**config.mk**
```make
export PLATFORM = sky130hd
export DESIGN_NAME = beep_pattern_sched
export DESIGN_NICKNAME = d
export VERILOG_FILES = /design/src/rtl/beep_pattern_sched.sv
export SDC_FILE = /design/constraint.sdc
export NUM_CORES = 1
export LEC_CHECK = 0
export CAP_MARGIN = 20
export CELL_PAD_IN_SITES_DETAIL_PLACEMENT = 0
export CELL_PAD_IN_SITES_GLOBAL_PLACEMENT = 1
export CORE_UTILIZATION = 53
export CTS_CLUSTER_SIZE = 25
export DETAILED_ROUTE_END_ITERATION = 12
export DONT_BUFFER_PORTS = 1
export HOLD_SLACK_MARGIN = 0.15
export PLACE_DENSITY_LB_ADDON = 0.1
export SLEW_MARGIN = 20
export SYNTH_ARGS = -nofsm -noshare
export SYNTH_HDL_FRONTEND = slang
export SYNTH_SLANG_ARGS = --single-unit
```
**constraint.sdc**
```tcl
create_clock -name sys_clk -period 4.05 [get_ports sys_clk]
set_clock_uncertainty 0.15 [all_clocks]
set_input_delay 0.405 -clock sys_clk [delete_from_list [all_inputs] [get_ports sys_clk]]
set_output_delay 0.405 -clock sys_clk [all_outputs]
set_load 0.01 [all_outputs]
```
**src/rtl/beep_pattern_sched.sv**
```systemverilog
`default_nettype none
// ============================================================================
// Module   : beep_pattern_sched
// Summary  : Shares one active-low buzzer among NUM_REQ debounced keys; a key
//            press queues a request and requester i plays i+1 beep pulses.
//            Define BEEP_SCHED_RR_EN for round-robin arbitration; otherwise
//            the lowest pending index wins.
// Revision : 1.0 - initial release
// ============================================================================
module beep_pattern_sched #(
  parameter int NUM_REQ = 2,
  parameter int ON_CYC  = 50_000_000/10,
  parameter int OFF_CYC = 50_000_000/10,
  parameter int GAP_CYC = 50_000_000/4
) (
  input  logic               sys_clk,
  input  logic               sys_rst_n,
  input  logic [NUM_REQ-1:0] key_filter,
  output logic               beep,
  output logic               busy,
  output logic [NUM_REQ-1:0] grant,
  output logic [NUM_REQ-1:0] pending
);

  localparam int c_on_off_max = (ON_CYC > OFF_CYC) ? ON_CYC : OFF_CYC;
  localparam int c_cnt_max    = (c_on_off_max > GAP_CYC) ? c_on_off_max : GAP_CYC;
  localparam int c_cnt_w      = $clog2(c_cnt_max + 1);
  localparam int c_idx_w      = (NUM_REQ > 1) ? $clog2(NUM_REQ) : 1;

  localparam logic [c_cnt_w-1:0] c_on_last  = c_cnt_w'(ON_CYC - 1);
  localparam logic [c_cnt_w-1:0] c_off_last = c_cnt_w'(OFF_CYC - 1);
  localparam logic [c_cnt_w-1:0] c_gap_last = c_cnt_w'(GAP_CYC - 1);

  localparam logic [1:0] c_st_idle = 2'd0;
  localparam logic [1:0] c_st_on   = 2'd1;
  localparam logic [1:0] c_st_off  = 2'd2;
  localparam logic [1:0] c_st_gap  = 2'd3;

  logic [NUM_REQ-1:0] r_key_d0;
  logic [NUM_REQ-1:0] r_pending;
  logic [NUM_REQ-1:0] r_grant;
  logic               r_beep;
  logic               r_busy;
  logic [1:0]         r_state;
  logic [c_cnt_w-1:0] r_cnt;
  logic [2:0]         r_pulse_left;

  logic [NUM_REQ-1:0] w_fall;
  logic [NUM_REQ-1:0] w_win_onehot;
  logic [NUM_REQ-1:0] w_clear;
  logic [c_idx_w-1:0] w_win_idx;
  logic               w_found;
  logic               w_take;

  assign w_fall = ~key_filter & r_key_d0;
  assign w_take = (r_state == c_st_idle) && w_found;
  assign w_clear = w_take ? w_win_onehot : '0;

`ifdef BEEP_SCHED_RR_EN
  logic [c_idx_w-1:0] r_rr_ptr;
  logic [c_idx_w:0]   w_probe;

  // Search starts at the slot after the previous winner and wraps once.
  always_comb begin
    w_win_idx = '0;
    w_found   = 1'b0;
    w_probe   = '0;
    for (int k = 0; k < NUM_REQ; k++) begin
      w_probe = {1'b0, r_rr_ptr} + (c_idx_w+1)'(k);
      if (w_probe >= (c_idx_w+1)'(NUM_REQ)) begin
        w_probe = w_probe - (c_idx_w+1)'(NUM_REQ);
      end
      if (!w_found && r_pending[w_probe[c_idx_w-1:0]]) begin
        w_win_idx = w_probe[c_idx_w-1:0];
        w_found   = 1'b1;
      end
    end
  end

  always_ff @(posedge sys_clk or negedge sys_rst_n) begin
    if (!sys_rst_n) begin
      r_rr_ptr <= '0;
    end else if (w_take) begin
      r_rr_ptr <= (int'(w_win_idx) == NUM_REQ - 1) ? '0 : w_win_idx + c_idx_w'(1);
    end
  end
`else
  always_comb begin
    w_win_idx = '0;
    w_found   = 1'b0;
    for (int k = 0; k < NUM_REQ; k++) begin
      if (!w_found && r_pending[k]) begin
        w_win_idx = c_idx_w'(k);
        w_found   = 1'b1;
      end
    end
  end
`endif

  always_comb begin
    w_win_onehot            = '0;
    w_win_onehot[w_win_idx] = 1'b1;
  end

  always_ff @(posedge sys_clk or negedge sys_rst_n) begin
    if (!sys_rst_n) begin
      r_key_d0     <= '1;
      r_pending    <= '0;
      r_grant      <= '0;
      r_beep       <= 1'b1;
      r_busy       <= 1'b0;
      r_state      <= c_st_idle;
      r_cnt        <= '0;
      r_pulse_left <= '0;
    end else begin
      r_key_d0  <= key_filter;
      // A new fall outranks the clear so a same-cycle press is never lost.
      r_pending <= (r_pending & ~w_clear) | w_fall;
      case (r_state)
        c_st_idle: begin
          if (w_found) begin
            r_grant      <= w_win_onehot;
            r_pulse_left <= 3'(w_win_idx) + 3'd1;
            r_cnt        <= '0;
            r_beep       <= 1'b0;
            r_busy       <= 1'b1;
            r_state      <= c_st_on;
          end
        end
        c_st_on: begin
          if (r_cnt == c_on_last) begin
            r_cnt        <= '0;
            r_pulse_left <= r_pulse_left - 3'd1;
            r_beep       <= 1'b1;
            r_state      <= (r_pulse_left == 3'd1) ? c_st_gap : c_st_off;
          end else begin
            r_cnt <= r_cnt + c_cnt_w'(1);
          end
        end
        c_st_off: begin
          if (r_cnt == c_off_last) begin
            r_cnt   <= '0;
            r_beep  <= 1'b0;
            r_state <= c_st_on;
          end else begin
            r_cnt <= r_cnt + c_cnt_w'(1);
          end
        end
        c_st_gap: begin
          if (r_cnt == c_gap_last) begin
            r_cnt   <= '0;
            r_grant <= '0;
            r_busy  <= 1'b0;
            r_state <= c_st_idle;
          end else begin
            r_cnt <= r_cnt + c_cnt_w'(1);
          end
        end
        default: r_state <= c_st_idle;
      endcase
    end
  end

  assign beep    = r_beep;
  assign busy    = r_busy;
  assign grant   = r_grant;
  assign pending = r_pending;

endmodule
`default_nettype wire

```
==> results.ini, run 1 <==
[routing]
top_layer=met4
met1Wirelength_mm=1.96
wl_mm=4.04
met2_length_mm=1.88
routed_via_density=5.60
vias=1478
drc=0
drt_iter0_drc=81
drt_pass1_iterations=4
drtAntennaViolNets=0
wl_per_cell_um=15.3
route.met3.wl_um=154

[pwr]
powerDensity_nw_per_um2=288
vdd_drop_max_v=0.000229
leakage_uw=0.00102
switching_share_pct=20.5
combPwrFrac_pct=1.9
p_switching_uw=133
total_power_uw=647
clockPowerShare_pct=40.7
pwr-share-seq_pct=57.4
intPower_uw=514

[cts]
clockBufferDepth=2
cts_tree=yes
clock_latency_ps=290
cts_max_level=2
hold_buffers=4
cts_buffers=5
clkSlewWorstSetupHoldPaths_ps=70
postCtsSetupBuffers=0
root_buffer=clkbuf_8
cts.sinks=37
postCtsResizedCells=0

[worst_setup_path]
critical_path_class=register to register
path_max_fanout=10
regToRegSetupSlack_ps=1650
arrival_ps=2420
cp-end-kind=register
reg2reg_from=r_state[1]
r2r-end=r_state[0]
critPathRequiredTime_ps=4070
ff2ff_path_depth=6
cp-start-kind=register

[timing]
drv_slew=0
rsz0062_at_grt=false
min_period_ps=2400
slew_headroom_pct=59.9
hold_violations=0
fmax_mhz=416
final.setup.worst_slack_ps=1650
setup_viol=0
finalSetupTns_ps=0
worstMarginPinSlew_ps=595
fin_crit_sh_pct=59.3
whs_ps=360

[hold_path]
whs_endpoint=r_pulse_left[1]
min_from=r_pulse_left[1]
hold_depth=1
hp-class=register to register

[yosys]
syn_nets=221
synth_area_leaders=dfrtp_1 41%, xor2_1 5.4%, nor2_1 5.0%
ys_types=46
synth.top_cell.area_share_pct=40.6
ys_ff_latch=37
ys_seq_area_share_pct=44.4
ys_async_sr_fraction_pct=100
synth_ff_type=dfrtp_1
yosys_warnings=0
synthCells=209
yosys-top-cells-count=34 x dfrtp_1, 28 x nor2_1, 16 x nand2_1, 14 x o21ai_0, 13 x xor2_1
syn_avg_cell_area_um2=10.0
synth-edff-count=0
synth_area_um2=2100
yosysMostFrequentCell=dfrtp_1
yosysTopAreaCell=dfrtp_1

[placement]
io_buffers=0
place_ws_ps=1670
gp_congestion=0.815
dp_hpwl_mm=2.80

[global_routing]
antenna_found_initial=0
grt_max_degree=38
grt_pass1_vias=1549
grtUsageTotal_pct=23.0
grt_overflow_total=0
grt_pass1_wl_mm=7.24

[die]
die_height_um=64.9
num_rows=22
die_area_um2=4210
core_um2=3720
die_width_um=64.9
ios=10
initial_utilization_pct=56.4

[cells_and_area]
drive_above_1_share_pct=12.0
layout.nets=227
antenna_cells=0
utilization_pct=60.5
syn_to_final_growth_pct=7.34

[run]
maxCapViolations=0

[run_status]
status=finished clean

how the worst max path moves through the flow:
| stage | slack [ps] | endpoint | cells after the start | startpoint |
|---|---|---|---|---|
| 2_1_floorplan | 1960 | r_cnt[22] | 10 | r_state[0] |
| 3_3_place_gp | 1770 | r_state[0] | 6 | r_state[0] |
| 3_5_place_dp | 1670 | r_state[0] | 6 | r_state[0] |
| 4_1_cts | 1650 | r_state[0] | 6 | r_state[1] |
| 5_1_grt | 1470 | r_state[0] | 6 | r_state[1] |
| 6_report | 1650 | r_state[0] | 6 | r_state[1] |
cell type report:
type                    count  area [um2]
fillers                   318        1470
multi-input cells         156        1080
flip-flops and latches     37         930
clock buffers               8        90.1
well taps                  48        60.1
repair buffers              4        50.0
inverters                  11        41.3
power by group through the flow:
stage               Clock, uW  Sequential (uW)  Combinational (uW)
finish                    263              371                12.1
global route              286              371                14.3
CTS                       269              371                12.8
detailed placement          0              378               0.461
global placement            0              379               0.461
floorplan                   0              378               0.395
critical path, cell delays in order (launching register included):
cell and delay [ps]:
dfrtp_1 430, inv_1 120, ha_1 370, or3b_2 600, o21ai_0 290, o21ai_0 180, o31a_1 140
cells in the final DEF, fill, tap and decap left out, types with 2 or more instances in the layout:
cell type / synthesis / final
clkbuf_8: 0 / 6
dfrtp_1: 34 / 34
inv_1: 11 / 11
mux2i_1: 2 / 2
clkbuf_1: 1 / 2
o21a_1: 2 / 2
and3_1: 7 / 7
ha_1: 8 / 8
nand3_2: 2 / 2
nand3_1: 5 / 5
nor2_1: 28 / 28
o22ai_1: 2 / 2
nand2_1: 16 / 16
xnor2_1: 6 / 6
a21oi_1: 3 / 3
o21ai_0: 14 / 14
a22o_1: 4 / 4
dfstp_2: 3 / 3
xor2_1: 13 / 13
nand4_1: 8 / 8
mux2_2: 4 / 4
nor2b_1: 5 / 5
nor4_1: 2 / 2
and4bb_1: 2 / 2
nand2b_1: 2 / 2
and2_1: 3 / 3
dlygate4sd3_1: 0 / 3
registers in the layout, indices dropped and copies added, names as in the netlist:
register,cells
r_key_d0,2
pending,2
beep,1
grant,2
r_pulse_left,3
busy,1
r_cnt,24
r_state,2
per-stage QoR:
step           cell area, um2  instances
6_report                 2250        264
3_3_place_gp             2110        252
5_1_grt                  2250        264
2_1_floorplan            2100        209
3_5_place_dp             2110        252
4_1_cts                  2250        264
cells by family after synthesis:
group / synth area share, %
AO/OA/AOI/OAI: 9.61
XOR/XNOR: 7.94
adder cells (fa/ha/maj): 4.78
buffers and inverters: 4.18
flip-flops: 44.4
multiplexers: 3.10
AND/OR/NAND/NOR: 26.0
metal layers:
metal | GRT usage (%) | vias up
li1 | - | 732
met1 | 30.7 | 717
met2 | 35.2 | 25
met3 | 5.99 | 4
met4 | 10.0 | 0
met5 | 0 | -
No activity file was read; power rests on OpenSTA's default activity.
==> run 2, diff against run 1 <==
--- a/config.mk
+++ b/config.mk
@@ -8,7 +8,7 @@
 export CAP_MARGIN = 20
 export CELL_PAD_IN_SITES_DETAIL_PLACEMENT = 0
 export CELL_PAD_IN_SITES_GLOBAL_PLACEMENT = 1
-export CORE_UTILIZATION = 53
+export CORE_UTILIZATION = 45
 export CTS_CLUSTER_SIZE = 25
 export DETAILED_ROUTE_END_ITERATION = 12
 export DONT_BUFFER_PORTS = 1
==> constraint.sdc (replaced) <==
create_clock -name sys_clk -period 2 [get_ports sys_clk]
set_clock_uncertainty 0.15 [all_clocks]
set_input_delay 0.2 -clock sys_clk [delete_from_list [all_inputs] [get_ports sys_clk]]
set_output_delay 0.2 -clock sys_clk [all_outputs]
set_load 0.01 [all_outputs]
==> results.ini, run 2 (synthesized netlist as in run 1, its figures left out) <==
[run_status]
status=finished with violations  ; was finished clean
violations=setup timing

[worst_setup_path]
reg2reg_from=r_cnt[0]  ; was r_state[1]
path_max_fanout=5  ; was 10
regToRegSetupSlack_ps=-6  ; was 1650 ps
cp_cell_sequence=ha_2, and4_4, nand3_4, nor2_4, mux2_2, a22oi_1, o21ai_1  ; was inv_1, ha_1, or3b_2, o21ai_0, o21ai_0, o31a_1
cp_slowest_cell=dfrtp_1  ; was or3b_2
cp_top_family=simple AND/OR/NAND/NOR gates  ; was compound AO/OA/AOI/OAI gates
critPathBufInv=0  ; was 1
cp-start-kind=register  ; unchanged
cpPeakStageDelay_ps=380  ; was 600 ps
critPathRequiredTime_ps=2020  ; was 4070 ps
arrival_ps=2030  ; was 2420 ps
critical_path_class=register to register  ; unchanged
cp-end-kind=register  ; unchanged
r2r-end=r_pulse_left[0]  ; was r_state[0]
ff2ff_path_depth=7  ; was 6

[timing]
setup_viol=1  ; was 0
hold_violations=0  ; unchanged
slew_headroom_pct=70.9  ; was 59.9%
final.setup.worst_slack_ps=-6.03  ; was 1650 ps
worstMarginPinSlew_ps=432  ; was 595 ps
drv_slew=0  ; unchanged
fin_crit_sh_pct=100  ; was 59.3%
fmax_mhz=498  ; was 416 MHz
rsz0062_at_grt=true  ; was false
min_period_ps=2010  ; was 2400 ps

[cts]
cts_buffers=5  ; unchanged
clock_latency_ps=290  ; about the same
cts_max_level=2  ; unchanged
cts_tree=yes  ; unchanged
cts.sinks=37  ; unchanged
clockBufferDepth=2  ; unchanged
clkSlewWorstSetupHoldPaths_ps=70  ; about the same
root_buffer=clkbuf_8  ; unchanged

[cells_and_area]
antenna_cells=0  ; unchanged
finalInstanceArea_um2=2530  ; was 2250 um2
syn_to_final_growth_pct=21.0  ; was 7.34%
layout.nets=258  ; was 227
largest-register=r_cnt  ; unchanged
largest_reg_flops=24  ; unchanged
layout_commonest_cell=dfrtp_1  ; unchanged
reg_top3=r_cnt (24), r_pulse_left (3)  ; unchanged
drive_above_1_share_pct=26.7  ; was 12.0%
final_cell_mix=34 x dfrtp_1, 29 x buf_4, 27 x nor2_1, 15 x nand2_1, 13 x xor2_1  ; was 34 x dfrtp_1, 28 x nor2_1, 16 x nand2_1, 14 x o21ai_0, 13 x xor2_1

[die]
ios=10  ; unchanged
die_area_um2=4930  ; was 4210 um2
die_height_um=70.2  ; was 64.9 um
num_rows=24  ; was 22
initial_utilization_pct=47.5  ; was 56.4%
core_um2=4410  ; was 3720 um2
die_width_um=70.2  ; was 64.9 um

[routing]
drt_iter0_drc=60  ; was 81
routed_via_density=5.40  ; was 5.60
wl_per_cell_um=15.3  ; about the same
drtAntennaViolNets=0  ; unchanged
drt_pass1_iterations=4  ; unchanged
wl_mm=4.59  ; was 4.04 mm
drc=0  ; unchanged
vias=1614  ; was 1478

[placement]
dp_hpwl_mm=3.30  ; was 2.80 mm
place_ws_ps=-55.2  ; was 1670 ps
place_area_um2=2320  ; was 2110 um2
gp_congestion=0.889  ; was 0.815
io_buffers=0  ; unchanged

[hold_path]
hp-class=input port to asynchronous set/reset pin  ; was register to register

[global_routing]
grt_pass1_wl_mm=7.86  ; was 7.24 mm
grt_overflow_total=0  ; unchanged
grt_max_degree=38  ; unchanged
grtUsageTotal_pct=20.5  ; was 23.0%
grt_pass1_vias=1640  ; was 1549
antenna_found_initial=0  ; unchanged

[pwr]
total_power_uw=1280  ; was 647 uW
powerDensity_nw_per_um2=506  ; was 288 nW/um2
vdd_drop_max_v=0.000370  ; was 0.000229 V
leakage_uw=0.00119  ; was 0.00102 uW

[run]
maxCapViolations=0  ; unchanged

run 2: cell types whose count changed in the layout (fill, tap and decap cells not counted), moves of 2 or more:
cell	before	now
ha_1	8	6
inv_1	11	9
ha_2	0	2
o21ai_1	0	2
buf_4	0	29
inv_2	0	2
o21ai_0	14	12
run 2: cell type report:
type                            instances  area, um2
Fill cell                             393       1880
Multi-Input combinational cell        157       1140
Sequential cell                        37        930
Timing Repair Buffer                   34        279
Clock buffer                            8       80.1
Tap cell                               52       65.1
Inverter                               11       41.3
run 2: power by group:
group / internal, uW / switching, uW
combinational: 8.44 / 16.3
sequential: 752 / 0.617
clock: 248 / 257
total: 1010 / 274
run 2: layer usage:
layer  vias up  routed length [um]  GRT usage, %
met1       788                2290          27.6
met4         0                  68          7.33
li1        798                   -             -
met5         -                   0             0
met2        22                2100          32.1
met3         6                 124          5.05
run 2: what timing repair did:
| item | CTS | global route |
|---|---|---|
| pin swaps | 3 | 3 |
| endpoints found under the hold margin | 41 | 0 |
| setup endpoints to repair | 25 | 27 |
| gates cloned | 1 | 0 |
| hold buffers | 4 | 0 |
| setup buffers | 2 | 2 |
| gates resized for setup | 4 | 8 |
run 2: per-stage QoR:
stage,instances,util [%],setup TNS (ps),hold slack [ps]
3_3_place_gp,282,52.5,0,-245
6_report,299,57.4,-6.03,205
5_1_grt,299,57.4,-290,228
2_1_floorplan,209,-,0,-246
3_5_place_dp,282,52.5,-409,-245
4_1_cts,297,56.2,-5.81,206
run 2: worst register-to-register path, cell delays in order, from the launching register on:
cell and delay, ps:
dfrtp_1 380, ha_2 220, and4_4 240, nand3_4 100, nor2_4 190, mux2_2 350, a22oi_1 170, o21ai_1 90
run 2: how the worst max path moves through the flow:
| stage | cells after the start | start | endpoint |
|---|---|---|---|
| 3_5_place_dp | 7 | r_cnt[0] | r_pulse_left[0] |
| 4_1_cts | 6 | r_cnt[15] | r_pulse_left[0] |
| 6_report | 7 | r_cnt[0] | r_pulse_left[0] |
| 5_1_grt | 7 | r_cnt[0] | r_pulse_left[0] |
| 3_3_place_gp | 6 | r_cnt[12] | r_pulse_left[0] |
| 2_1_floorplan | 9 | r_state[1] | r_cnt[23] |
